<file path="src/rtl/riscv_ifetch_buf.sv">
// riscv_ifetch_buf: PC owner, pipelined imem fetch with credit-based instruction FIFO and redirect flush; optional perf counters under RISCV_IFETCH_PERF_EN
module riscv_ifetch_buf #(
  parameter logic [31:0] RESET_PC   = 32'h0000_0000,
  parameter int          FIFO_DEPTH = 4,
  parameter int          CNT_W      = 3
) (
  input  logic             clk,
  input  logic             rst,
  output logic             imem_req_o,
  output logic [31:0]      imem_addr_o,
  input  logic             imem_gnt_i,
  input  logic             imem_rvalid_i,
  input  logic [31:0]      imem_rdata_i,
  input  logic             redirect_i,
  input  logic [31:0]      redirect_pc_i,
  output logic             inst_valid_o,
  input  logic             inst_ready_i,
  output logic [31:0]      inst_o,
  output logic [31:0]      inst_addr_o,
  output logic [CNT_W-1:0] fifo_cnt_o
`ifdef RISCV_IFETCH_PERF_EN
  ,
  output logic [31:0]      perf_fetch_cnt_o,
  output logic [31:0]      perf_drop_cnt_o,
  output logic [31:0]      perf_stall_cnt_o
`endif
);
  localparam int PW = $clog2(FIFO_DEPTH);
  localparam logic [CNT_W:0] LP_DEPTH = (CNT_W+1)'(FIFO_DEPTH);
  logic [31:0]      r_pc;
  logic [CNT_W-1:0] r_inflight;
  logic [CNT_W-1:0] r_drop;
  logic [CNT_W-1:0] r_cnt;
  logic [PW-1:0]    r_wptr;
  logic [PW-1:0]    r_rptr;
  logic [PW-1:0]    r_awptr;
  logic [PW-1:0]    r_arptr;
  logic [31:0]      r_data  [FIFO_DEPTH];
  logic [31:0]      r_iaddr [FIFO_DEPTH];
  logic [31:0]      r_amem  [FIFO_DEPTH];
  logic             w_issue;
  logic             w_rv;
  logic             w_push;
  logic             w_pop;
  logic [CNT_W:0]   w_used;
  logic [CNT_W-1:0] w_inflight_nxt;

  // outputs from head registers, credit check and per-cycle event decode
  always_comb begin
    inst_valid_o   = r_cnt != '0;
    inst_o         = r_data[r_rptr];
    inst_addr_o    = r_iaddr[r_rptr];
    fifo_cnt_o     = r_cnt;
    imem_addr_o    = r_pc;
    w_used         = {1'b0, r_cnt} + {1'b0, r_inflight};
    imem_req_o     = !rst && !redirect_i && (w_used < LP_DEPTH);
    w_issue        = imem_req_o && imem_gnt_i;
    w_rv           = imem_rvalid_i && (r_inflight != '0);
    w_push         = w_rv && (r_drop == '0) && !redirect_i;
    w_pop          = inst_valid_o && inst_ready_i;
    w_inflight_nxt = r_inflight + CNT_W'(w_issue) - CNT_W'(w_rv);
  end

  // PC, outstanding requests and responses still owed to the discard path
  always_ff @(posedge clk)
    if (rst) begin
      r_pc       <= RESET_PC;
      r_inflight <= '0;
      r_drop     <= '0;
    end else begin
      r_inflight <= w_inflight_nxt;
      r_pc       <= redirect_i ? {redirect_pc_i[31:2], 2'b00} : w_issue ? r_pc + 32'd4 : r_pc;
      r_drop     <= redirect_i ? w_inflight_nxt : (w_rv && r_drop != '0) ? r_drop - CNT_W'(1) : r_drop;
    end

  // issue-address queue pairing each response with its request; survives redirect so dropped responses stay aligned
  always_ff @(posedge clk)
    if (rst) begin
      r_awptr <= '0;
      r_arptr <= '0;
      for (int i = 0; i < FIFO_DEPTH; i++) r_amem[i] <= '0;
    end else begin
      if (w_issue) begin
        r_amem[r_awptr] <= r_pc;
        r_awptr         <= r_awptr + PW'(1);
      end
      if (w_rv) r_arptr <= r_arptr + PW'(1);
    end

  // instruction FIFO; redirect empties it regardless of same-cycle push or pop
  always_ff @(posedge clk)
    if (rst) begin
      r_wptr <= '0;
      r_rptr <= '0;
      r_cnt  <= '0;
      for (int i = 0; i < FIFO_DEPTH; i++) begin
        r_data[i]  <= '0;
        r_iaddr[i] <= '0;
      end
    end else if (redirect_i) begin
      r_wptr <= '0;
      r_rptr <= '0;
      r_cnt  <= '0;
    end else begin
      if (w_push) begin
        r_data[r_wptr]  <= imem_rdata_i;
        r_iaddr[r_wptr] <= r_amem[r_arptr];
        r_wptr          <= r_wptr + PW'(1);
      end
      if (w_pop) r_rptr <= r_rptr + PW'(1);
      r_cnt <= r_cnt + CNT_W'(w_push) - CNT_W'(w_pop);
    end

`ifdef RISCV_IFETCH_PERF_EN
  logic [31:0] r_perf_fetch;
  logic [31:0] r_perf_drop;
  logic [31:0] r_perf_stall;
  assign perf_fetch_cnt_o = r_perf_fetch;
  assign perf_drop_cnt_o  = r_perf_drop;
  assign perf_stall_cnt_o = r_perf_stall;

  // saturating event counters: pushes, discarded responses, decode starved
  always_ff @(posedge clk)
    if (rst) begin
      r_perf_fetch <= '0;
      r_perf_drop  <= '0;
      r_perf_stall <= '0;
    end else begin
      if (w_push && r_perf_fetch != '1) r_perf_fetch <= r_perf_fetch + 32'd1;
      if (w_rv && !w_push && r_perf_drop != '1) r_perf_drop <= r_perf_drop + 32'd1;
      if (inst_ready_i && !inst_valid_o && r_perf_stall != '1) r_perf_stall <= r_perf_stall + 32'd1;
    end
`endif
endmodule
</file>
<file path="config.mk">
export PLATFORM = sky130hd
export DESIGN_NAME = riscv_ifetch_buf
export DESIGN_NICKNAME = d
export VERILOG_FILES = /design/src/rtl/riscv_ifetch_buf.sv
export SDC_FILE = /design/constraint.sdc
export NUM_CORES = 1
export LEC_CHECK = 0
export BUFFER_PORTS_ARGS = -buffer_cell sky130_fd_sc_hd__buf_2
export CAP_MARGIN = 30
export CORE_UTILIZATION = 50
export CTS_BUF_LIST = sky130_fd_sc_hd__clkbuf_4 sky130_fd_sc_hd__clkbuf_8
export CTS_CLUSTER_SIZE = 16
export DETAILED_ROUTE_END_ITERATION = 6
export GPL_TIMING_DRIVEN = 1
export PLACE_DENSITY = 0.69
export SETUP_SLACK_MARGIN = 0.02
export SYNTH_ARGS = -nofsm -noshare
export SYNTH_HDL_FRONTEND = slang
export SYNTH_SLANG_ARGS = --single-unit
</file>
<file path="constraint.sdc">
create_clock -name clk -period 10.3 [get_ports clk]
set_input_delay 1.03 -clock clk [delete_from_list [all_inputs] [get_ports clk]]
set_output_delay 1.03 -clock clk [all_outputs]
set_load 0.02 [all_outputs]
</file>
# ---- Word level (Yosys, flattened, before mapping)
# Memories as Yosys holds them, arrays and structs flattened. A register that Yosys moved wholly into a read port is not among the register bits.
# Cells that the tools add are included.
dict set report totals {
  memories 3
  romBits 0
  latchBits 0
  output_inout_bits 101
  ram_bits 384
  word_cells 72
  register_bits 49
  in_bits 70
}
dict set report op_classes {
  reduce_logical 20
  n_div 0
  n_addsub 11
  bitwise 0
  mul 0
  magnitude_cmp 1
  eq_ne 0
  muxes 28
  shifts 0
}
# name words word_bits read_ports rd_ports_with_merged_regs write_ports line_no
set mem_list {}
lappend mem_list {r_amem 4 32 1 1 4 40} ;# logic [31:0] r_amem [FIFO_DEPTH];
lappend mem_list {r_data 4 32 1 1 4 38} ;# logic [31:0] r_data [FIFO_DEPTH];
lappend mem_list {r_iaddr 4 32 1 1 4 39} ;# logic [31:0] r_iaddr [FIFO_DEPTH];
# cell n
set ops {}
lappend ops {{2-to-1 mux 32 bit} 5}
lappend ops {{OR reduction 32 bit} 3}
lappend ops {{adder 32 x 3 -> 32 bit, second input constant} 1}
lappend ops {{2-to-1 mux 2 bit} 9}
lappend ops {{2-to-1 mux 1 bit} 12}
lappend ops {{nonzero test 3 bit} 3}
lappend ops {{adder 2 x 1 -> 2 bit, second input constant} 4}
lappend ops {{logical AND 1 bit} 8}
lappend ops {{adder 3 x 1 -> 3 bit} 2}
lappend ops {{2-to-1 mux 3 bit} 2}
lappend ops {{subtractor 3 x 1 -> 3 bit} 2}
lappend ops {{adder 3 x 3 -> 4 bit} 1}
lappend ops {{less-than comparator 4 x 3 -> 1 bit, second input constant} 1}
lappend ops {{nonzero test 2 bit} 2}
lappend ops {{logical NOT 3 bit} 1}
lappend ops {{subtractor 3 x 1 -> 3 bit, second input constant} 1}
lappend ops {{logical NOT 1 bit} 2}
lappend ops {{OR reduction 2 bit} 1}

# ---- Depth between registers and ports, before layout
# Gate-level depths: netlist of the first run.
dict set report depth {
  word_depth 10
  ltp_mapped 14
  mapped_depth_nobuf 12
}

# ---- Worst setup path before layout of the first run
# OpenSTA, ideal clock, no wires.
dict set report synth_timing {
  path_type {input-to-reg}
  from {in imem_rvalid_i}
  to {mem r_data[1][0] (enable)}
  path_slack_ns 5.237
  path_stages 4
  arrival_time_ns 4.569
  cell_sequence {o31ai_1 -> nor3_1 -> inv_1 -> o21bai_1}
}
# item line_no
set synth_rtl {}
lappend synth_rtl {{start: declaration} 12} ;# input logic imem_rvalid_i,
lappend synth_rtl {{end: declaration} 38}

==> impl_metrics.prom, run 1 <==
# TYPE chip_impl_metric gauge
chip_impl_metric{name="pin_count",unit=""} 171
chip_impl_metric{name="maxSlewHeadroom",unit="%"} 33.52
chip_impl_metric{name="number_of_hold_violations_in_the_final_report",unit=""} 0
chip_impl_metric{name="count_of_clock_tree_sinks",unit=""} 419
chip_impl_metric{name="ant_nets",unit=""} 0
chip_impl_metric{name="layout-drive-gt1-share",unit="%"} 27.97
chip_impl_metric{name="power.density_cell_area",unit="nW/µm²"} 195.9
chip_impl_info{name="rsz0062_at_grt",value="false"} 1
chip_impl_metric{name="worst-slew-pin-transition",unit="ns"} 0.9972
chip_impl_metric{name="initialDrtViolationCount",unit=""} 807
chip_impl_metric{name="wl_per_cell",unit="µm"} 20.44
chip_impl_metric{name="route.detailed.drc",unit=""} 0
chip_impl_metric{name="placementRows",unit=""} 69
chip_impl_metric{name="fmax",unit="MHz"} 245.7
chip_impl_info{name="clock-root-buffer",value="sky130_fd_sc_hd__clkbuf_8"} 1
chip_impl_metric{name="syn_area",unit="µm²"} 18410
chip_impl_metric{name="syn_avg_cell_area",unit="µm²"} 14.42
chip_impl_metric{name="die_h",unit="µm"} 193.9
chip_impl_metric{name="design.die.area",unit="µm²"} 37590
chip_impl_metric{name="num-nets-final",unit=""} 1531
chip_impl_metric{name="area_growth",unit="%"} 15.06
chip_impl_metric{name="drv_slew",unit=""} 0
chip_impl_metric{name="cellInternalPower",unit="mW"} 3.077
chip_impl_metric{name="finalCriticalPeriod",unit="ns"} 4.069
chip_impl_metric{name="synthArstFlopShare",unit="%"} 0
chip_impl_metric{name="clock_power_share",unit="%"} 37.3
chip_impl_info{name="hold_path_class",value="reg -> reg"} 1
chip_impl_metric{name="critPathRequiredTime",unit="ns"} 10.53
chip_impl_metric{name="placement.setup.worst_slack",unit="ns"} 5.576
chip_impl_metric{name="detail_route.wirelength",unit="µm"} 40200
chip_impl_metric{name="number_of_instances_in_the_synthesized_netlist",unit=""} 1277
chip_impl_metric{name="critical_path_peak_fanout",unit=""} 51
chip_impl_metric{name="final.setup.worst_slack",unit="ns"} 6.231
chip_impl_info{name="cp-end-kind",value="register"} 1
chip_impl_metric{name="critical_path_arrival",unit="ns"} 4.30
chip_impl_metric{name="grt_util_all_layers",unit="%"} 22.01
chip_impl_metric{name="fillCellCount",unit=""} 2836
chip_impl_metric{name="floorplan.initialDensity",unit="%"} 51.26
chip_impl_info{name="timing.critical_path.from_type",value="input pin"} 1
chip_impl_metric{name="p_leak",unit="nW"} 8.250
chip_impl_metric{name="grt_max_degree",unit=""} 96
chip_impl_metric{name="dp_hpwl",unit="µm"} 22630
chip_impl_metric{name="worst_ir_drop_vdd",unit="µV"} 120.7
chip_impl_metric{name="layout_worst_path_cycle_share",unit="%"} 39.51
chip_impl_metric{name="finalHoldWorstSlack",unit="ns"} 0.5452
chip_impl_metric{name="synth_enable_flop_cells",unit=""} 368
chip_impl_metric{name="report.final.setup_viol",unit=""} 0
chip_impl_metric{name="switching_power",unit="mW"} 1.072
chip_impl_metric{name="yosysSeqAreaShare",unit="%"} 65.57
chip_impl_info{name="run_status",value="completed"} 1
chip_impl_metric{name="vias",unit=""} 10950
chip_impl_metric{name="finClkSkew",unit="ns"} 0.04537
chip_impl_metric{name="antenna_found_initial",unit=""} 1
chip_impl_info{name="cts_tree",value="built"} 1
chip_impl_metric{name="cts_resized",unit=""} 0
chip_impl_metric{name="gpl.final_weighted_congestion",unit=""} 0.8100
chip_impl_metric{name="synth_seq_cells",unit=""} 419
chip_impl_metric{name="synth.yosys.warnings",unit=""} 0
chip_impl_metric{name="cts_max_path_buffers",unit=""} 3
chip_impl_metric{name="drv_cap",unit=""} 0
chip_impl_metric{name="cts.htree.levels",unit=""} 3
chip_impl_metric{name="sequential_power_share",unit="%"} 49.1
chip_impl_metric{name="drt_first_pass_iters",unit=""} 5
chip_impl_metric{name="drt-vias-per-instance",unit=""} 5.567
chip_impl_metric{name="postCtsHoldBufs",unit=""} 0
chip_impl_info{name="path_class",value="in -> reg"} 1
chip_impl_metric{name="io_buffers",unit=""} 164
chip_impl_metric{name="finalSetupTns",unit="ns"} 0
chip_impl_info{name="yosys_most_used_dff",value="sky130_fd_sc_hd__edfxtp_1"} 1
chip_impl_metric{name="library_cells_used_by_synthesis",unit=""} 59
chip_impl_metric{name="die-width",unit="µm"} 193.9
chip_impl_metric{name="power.switching_fraction",unit="%"} 25.84
chip_impl_metric{name="combinationalPowerShare",unit="%"} 13.6
chip_impl_metric{name="clk_latency",unit="ns"} 0.63
chip_impl_metric{name="aggregate_global_routing_overflow",unit=""} 0
chip_impl_metric{name="clk_pin_slew_worst_paths",unit="ns"} 0.06
chip_impl_metric{name="first_global_vias",unit=""} 11530
chip_impl_metric{name="core",unit="µm²"} 35910
chip_impl_metric{name="cts.repair_timing.setup_buffer_count",unit=""} 0
chip_impl_metric{name="first_pass_grt_wire_length",unit="µm"} 63690
chip_impl_metric{name="cts_buffers",unit=""} 72
==> state kept, by name (all words and copies together) (netlist names), named ones only <==
register,cells
r_data,128
r_amem,120
r_iaddr,120
imem_addr_o,30
fifo_cnt_o,3
r_drop,3
r_inflight,3
r_arptr,2
r_awptr,2
r_rptr,2
r_wptr,2
==> layer usage <==
metal	GRT usage, %	vias up	part of all wire (%)
li1	-	5048	-
met2	35.81	383	49
met4	7.290	0	1.7
met5	0	-	0
met3	4.105	64	6.2
met1	30.08	5455	43
==> cell families (layout without fill, tap and decap cells) <==
kind of cell / Yosys count / after routing / share of synthesized area [%]
muxes: 96 / 96 / 11.49
and+or+nand+nor: 527 / 527 / 15.92
AOI/OAI and AO/OA: 70 / 70 / 2.359
adders and majority gates: 11 / 11 / 0.8292
xor gates and xnor gates: 19 / 19 / 0.9040
other: 1 / 5 / 0.02037
buffers and inverters: 134 / 359 / 2.909
DFF: 419 / 419 / 65.57
==> stage by stage <==
step / cell area, µm² / power [mW] / std cells / util (%)
finish: 21180 / 4.149 / 1967 / 58.98
global route: 21180 / 4.320 / 1967 / 58.98
CTS: 21150 / 4.192 / 1965 / 58.89
detailed placement: 19670 / 2.643 / 1836 / 54.78
global placement: 19650 / 2.627 / 1835 / 54.72
floorplan: 18420 / 2.445 / 1280 / -
==> layout make-up <==
| type | count | area, µm² | area share, % |
|---|---|---|---|
| clock buffers | 99 | 1225 | 5.783 |
| inverters | 46 | 172.7 | 0.8152 |
| multi-input cells | 727 | 5869 | 27.71 |
| flip-flops and latches | 419 | 12080 | 57.03 |
| clock inverters | 30 | 252.7 | 1.193 |
| diodes | 1 | 2.502 | 0.01181 |
| well taps | 461 | 576.8 | 2.723 |
| repair buffers | 184 | 1003 | 4.737 |
==> worst max-delay path: stages <==
cell	delay (ns)
sky130_fd_sc_hd__buf_2	0.09
sky130_fd_sc_hd__buf_4	0.30
sky130_fd_sc_hd__or3_4	0.45
sky130_fd_sc_hd__nor3_4	0.15
sky130_fd_sc_hd__buf_4	0.50
sky130_fd_sc_hd__inv_2	0.46
sky130_fd_sc_hd__nor3_4	0.21
sky130_fd_sc_hd__buf_4	0.32
sky130_fd_sc_hd__or2_2	0.73
==> worst paths after layout <==
| check | startpoint | slack (ns) | cells past startpoint | endpoint |
|---|---|---|---|---|
| min | r_rptr[1] | 0.55 | 2 | r_rptr[1] |
| min reg2reg | r_rptr[1] | 0.55 | 2 | r_rptr[1] |
| max reg2reg | fifo_cnt_o[2] | 6.35 | 8 | r_amem[0][10] |
| max | rst | 6.23 | 9 | r_amem[0][10] |
==> Yosys cell counts (all sizes together), types with 4 or more instances <==
| library cell | count | share of area (%) |
|---|---|---|
| nand3 | 18 | 0.52 |
| inv | 45 | 0.92 |
| a211oi | 5 | 0.20 |
| nor3 | 12 | 0.39 |
| nand4 | 15 | 0.54 |
| nor2 | 96 | 2.0 |
| and2 | 240 | 8.2 |
| a22oi | 4 | 0.16 |
| or2 | 7 | 0.24 |
| or3 | 7 | 0.27 |
| xor2 | 7 | 0.33 |
| nand2 | 66 | 1.3 |
| and3 | 38 | 1.3 |
| mux4 | 92 | 11 |
| xnor2 | 12 | 0.57 |
| buf | 23 | 0.64 |
| dfxtp | 51 | 5.5 |
| edfxtp | 368 | 60 |
| a31oi | 15 | 0.51 |
| clkbuf | 65 | 1.3 |
| ha | 9 | 0.61 |
| o21ai | 13 | 0.35 |
| a21oi | 20 | 0.54 |
| nor4 | 11 | 0.49 |
==> cells in the final DEF, fill, tap and decap left out, types with 6 or more instances in the layout <==
master	Yosys	final
sky130_fd_sc_hd__inv_1	44	44
sky130_fd_sc_hd__buf_2	13	164
sky130_fd_sc_hd__ha_1	9	9
sky130_fd_sc_hd__clkbuf_4	0	22
sky130_fd_sc_hd__o21ai_0	13	13
sky130_fd_sc_hd__nand2_1	66	66
sky130_fd_sc_hd__and2_1	240	240
sky130_fd_sc_hd__nand4_1	14	14
sky130_fd_sc_hd__nor2_1	96	94
sky130_fd_sc_hd__xor2_1	7	7
sky130_fd_sc_hd__a21oi_1	20	20
sky130_fd_sc_hd__mux4_2	92	92
sky130_fd_sc_hd__clkbuf_8	0	77
sky130_fd_sc_hd__edfxtp_1	368	368
sky130_fd_sc_hd__buf_4	4	18
sky130_fd_sc_hd__or3_1	6	6
sky130_fd_sc_hd__dfxtp_1	51	47
sky130_fd_sc_hd__nor4_1	9	8
sky130_fd_sc_hd__nand3_1	17	17
sky130_fd_sc_hd__a31oi_1	15	15
sky130_fd_sc_hd__nor3_1	11	9
sky130_fd_sc_hd__clkinv_1	1	16
sky130_fd_sc_hd__and3_1	38	38
sky130_fd_sc_hd__or2_2	6	6
sky130_fd_sc_hd__xnor2_1	12	12
==> power by group through the flow <==
stage	Clock [mW]	Combinational [mW]	Sequential, mW
2_1_floorplan	0	0.395	2.05
3_3_place_gp	0	0.561	2.07
3_5_place_dp	0	0.570	2.07
4_1_cts	1.58	0.572	2.04
5_1_grt	1.65	0.614	2.05
6_report	1.55	0.564	2.04
Power figures use the tool's default switching activity.
==> run 2: changes to the inputs <==
Settings changed: PLACE_DENSITY 0.69 to 0.72.
Clock period 10.3 ns to 3.6 ns, I/O delays scaled along.
==> impl_metrics.prom, run 2 (synthesis results as in run 1) <==
# TYPE chip_impl_metric gauge
chip_impl_metric{name="fmax",unit="MHz"} 344.3
chip_impl_metric{name="clk_latency",unit="ns"} 0.62
chip_impl_info{name="critical-path-top-cell-by-count",value="sky130_fd_sc_hd__ha_1"} 1
chip_impl_metric{name="critical_path_peak_fanout",unit=""} 4
chip_impl_metric{name="cts_buffers",unit=""} 71
chip_impl_metric{name="report.power.total",unit="mW"} 11.77
chip_impl_metric{name="placement.setup.worst_slack",unit="ns"} 0.6970
chip_impl_metric{name="area_growth",unit="%"} 16.72
chip_impl_metric{name="gpl.final_weighted_congestion",unit=""} 0.8103
chip_impl_metric{name="die-width",unit="µm"} 193.9
chip_impl_metric{name="design.die.area",unit="µm²"} 37590
chip_impl_metric{name="layoutNonFillerInstCount",unit=""} 2000
chip_impl_metric{name="critPathRequiredTime",unit="ns"} 4.12
chip_impl_info{name="crit_path_top_delay_cell",value="sky130_fd_sc_hd__or3b_2"} 1
chip_impl_metric{name="cts_max_path_buffers",unit=""} 3
chip_impl_info{name="worst_path_dominant_cell_family",value="adder cells"} 1
chip_impl_info{name="path_class",value="reg -> reg"} 1
chip_impl_metric{name="vias",unit=""} 11120
chip_impl_info{name="crit_chain",value="ha_1 -> or3b_2 -> nor3_4 -> inv_2 -> ha_1 -> inv_1 -> ha_1 -> fa_1 -> xnor2_1 -> xnor2_1 -> a211oi_1"} 1
chip_impl_metric{name="critical_path_arrival",unit="ns"} 3.42
chip_impl_metric{name="fillCellCount",unit=""} 2771
chip_impl_metric{name="grt_max_degree",unit=""} 95
chip_impl_info{name="layout.cells.most_common",value="sky130_fd_sc_hd__edfxtp_1"} 1
chip_impl_metric{name="antenna-diode-count",unit=""} 0
chip_impl_metric{name="initialDrtViolationCount",unit=""} 751
chip_impl_metric{name="total_area_of_multi_input_combinational_cells",unit="µm²"} 5854
chip_impl_metric{name="clk_pin_slew_worst_paths",unit="ns"} 0.06
chip_impl_metric{name="final_design_area_no_fill",unit="µm²"} 21490
chip_impl_metric{name="num-nets-final",unit=""} 1564
chip_impl_metric{name="report.final.setup_viol",unit=""} 0
chip_impl_metric{name="drt_first_pass_iters",unit=""} 4
chip_impl_metric{name="wl_per_cell",unit="µm"} 20.61
chip_impl_metric{name="die_h",unit="µm"} 193.9
chip_impl_metric{name="antenna_found_initial",unit=""} 0
chip_impl_info{name="top_regs",value="r_data x128, r_amem x120, r_iaddr x120"} 1
chip_impl_metric{name="finalHoldWorstSlack",unit="ns"} 0.04197
chip_impl_metric{name="detailed_place.area",unit="µm²"} 19850
chip_impl_metric{name="drv_slew",unit=""} 0
chip_impl_metric{name="layout-drive-gt1-share",unit="%"} 28.33
chip_impl_metric{name="grt_util_all_layers",unit="%"} 22.50
chip_impl_info{name="hold_path_class",value="in -> reg"} 1
chip_impl_metric{name="worst-slew-pin-transition",unit="ns"} 1.005
chip_impl_metric{name="pin_count",unit=""} 171
chip_impl_metric{name="count_of_clock_tree_sinks",unit=""} 419
chip_impl_info{name="cts_tree",value="built"} 1
chip_impl_info{name="timing.critical_path.from_type",value="register"} 1
chip_impl_metric{name="first_global_vias",unit=""} 11710
chip_impl_metric{name="cts_resized",unit=""} 0
chip_impl_metric{name="first_pass_grt_wire_length",unit="µm"} 65050
chip_impl_metric{name="drv_cap",unit=""} 0
chip_impl_metric{name="largest_reg_flops",unit=""} 128
chip_impl_metric{name="worst_ir_drop_vdd",unit="µV"} 359.3
chip_impl_info{name="run_status",value="completed"} 1
chip_impl_metric{name="detail_route.wirelength",unit="µm"} 41220
chip_impl_info{name="rsz0062_at_grt",value="false"} 1
chip_impl_metric{name="final.setup.worst_slack",unit="ns"} 0.6956
chip_impl_metric{name="finish.utilization",unit="%"} 59.83
chip_impl_metric{name="route.detailed.drc",unit=""} 0
chip_impl_info{name="cp-end-kind",value="register"} 1
chip_impl_metric{name="slowest_delay",unit="ns"} 0.48
chip_impl_metric{name="drt-vias-per-instance",unit=""} 5.561
chip_impl_metric{name="dp_hpwl",unit="µm"} 24250
chip_impl_info{name="layout_common_cells",value="368 x sky130_fd_sc_hd__edfxtp_1, 240 x sky130_fd_sc_hd__and2_1, 164 x sky130_fd_sc_hd__buf_2"} 1
chip_impl_metric{name="ant_nets",unit=""} 0
chip_impl_info{name="top_register",value="r_data"} 1
chip_impl_metric{name="p_leak",unit="nW"} 8.418
chip_impl_metric{name="finClkSkew",unit="ns"} 0.02716
chip_impl_metric{name="aggregate_global_routing_overflow",unit=""} 0
chip_impl_metric{name="layout_worst_path_cycle_share",unit="%"} 80.68
chip_impl_metric{name="io_buffers",unit=""} 164
chip_impl_metric{name="number_of_hold_violations_in_the_final_report",unit=""} 0
chip_impl_info{name="clock-root-buffer",value="sky130_fd_sc_hd__clkbuf_8"} 1
chip_impl_metric{name="timing.critical_path.buf_inv",unit=""} 2
chip_impl_metric{name="cts.htree.levels",unit=""} 3
chip_impl_metric{name="seq_area",unit="µm²"} 12080
chip_impl_metric{name="core",unit="µm²"} 35910
chip_impl_metric{name="maxSlewHeadroom",unit="%"} 33.01
chip_impl_metric{name="place_inst",unit=""} 1850
chip_impl_metric{name="placementRows",unit=""} 69
chip_impl_metric{name="floorplan.initialDensity",unit="%"} 51.26
chip_impl_metric{name="finalSetupTns",unit="ns"} 0
chip_impl_metric{name="power.density_cell_area",unit="nW/µm²"} 547.6
chip_impl_metric{name="finalCriticalPeriod",unit="ns"} 2.904
[run 2: cell types whose count changed in the layout (fill, tap and decap cells not counted), moves of 2 or more]
| cell | delta |
|---|---|
| sky130_fd_sc_hd__clkbuf_8 | -3 |
| sky130_fd_sc_hd__bufinv_16 | -2 |
| sky130_fd_sc_hd__clkinv_2 | -2 |
| sky130_fd_sc_hd__clkinv_1 | -3 |
| sky130_fd_sc_hd__clkbuf_4 | +13 |
| sky130_fd_sc_hd__buf_12 | +7 |
| sky130_fd_sc_hd__dlygate4sd3_1 | +21 |
| sky130_fd_sc_hd__buf_4 | +7 |
[run 2: power breakdown]
part	leakage, nW	internal (mW)	total [mW]	switching (mW)
Sequential	4.23	5.64	5.87	0.224
Clock	0.757	2.41	4.28	1.87
Combinational	3.43	0.693	1.62	0.930
[run 2: path summary, 6_finish.rpt]
| path | start | endpoint | slack, ns | cells past startpoint |
|---|---|---|---|---|
| worst max-delay path | fifo_cnt_o[2] | r_drop[2] | 0.70 | 11 |
| worst min-delay path | redirect_pc_i[17] | imem_addr_o[17] | 0.04 | 3 |
| worst max register to register | fifo_cnt_o[2] | r_drop[2] | 0.70 | 11 |
| worst min register to register | r_rptr[1] | register | 0.52 | 2 |
[run 2: final cells by class]
cell class                      instances  area share [%]
Timing Repair Buffer                  218           6.417
Inverter                               46          0.8036
Tap cell                              461           2.684
Multi-Input combinational cell        727           27.25
Clock buffer                          109           5.963
Sequential cell                       419           56.22
Clock inverter                         20          0.6697
[run 2: timing repair]
item	in CTS	in global routing
hold endpoints to repair	21	0
buffers inserted	0	0
hold buffers	21	0
[run 2: worst min-delay path, cell delays in order]
cell,delay (ns)
sky130_fd_sc_hd__buf_2,0.10
sky130_fd_sc_hd__nand2_1,0.05
sky130_fd_sc_hd__a31oi_1,0.07
[run 2: per-layer routing]
metal  share of wire (%)  up-vias  track usage (%)
met4                 1.6        0            6.878
met3                 6.1       52            4.383
li1                    -     5116                -
met2                  49      387            37.26
met1                  44     5567            30.26
met5                   0        -                0
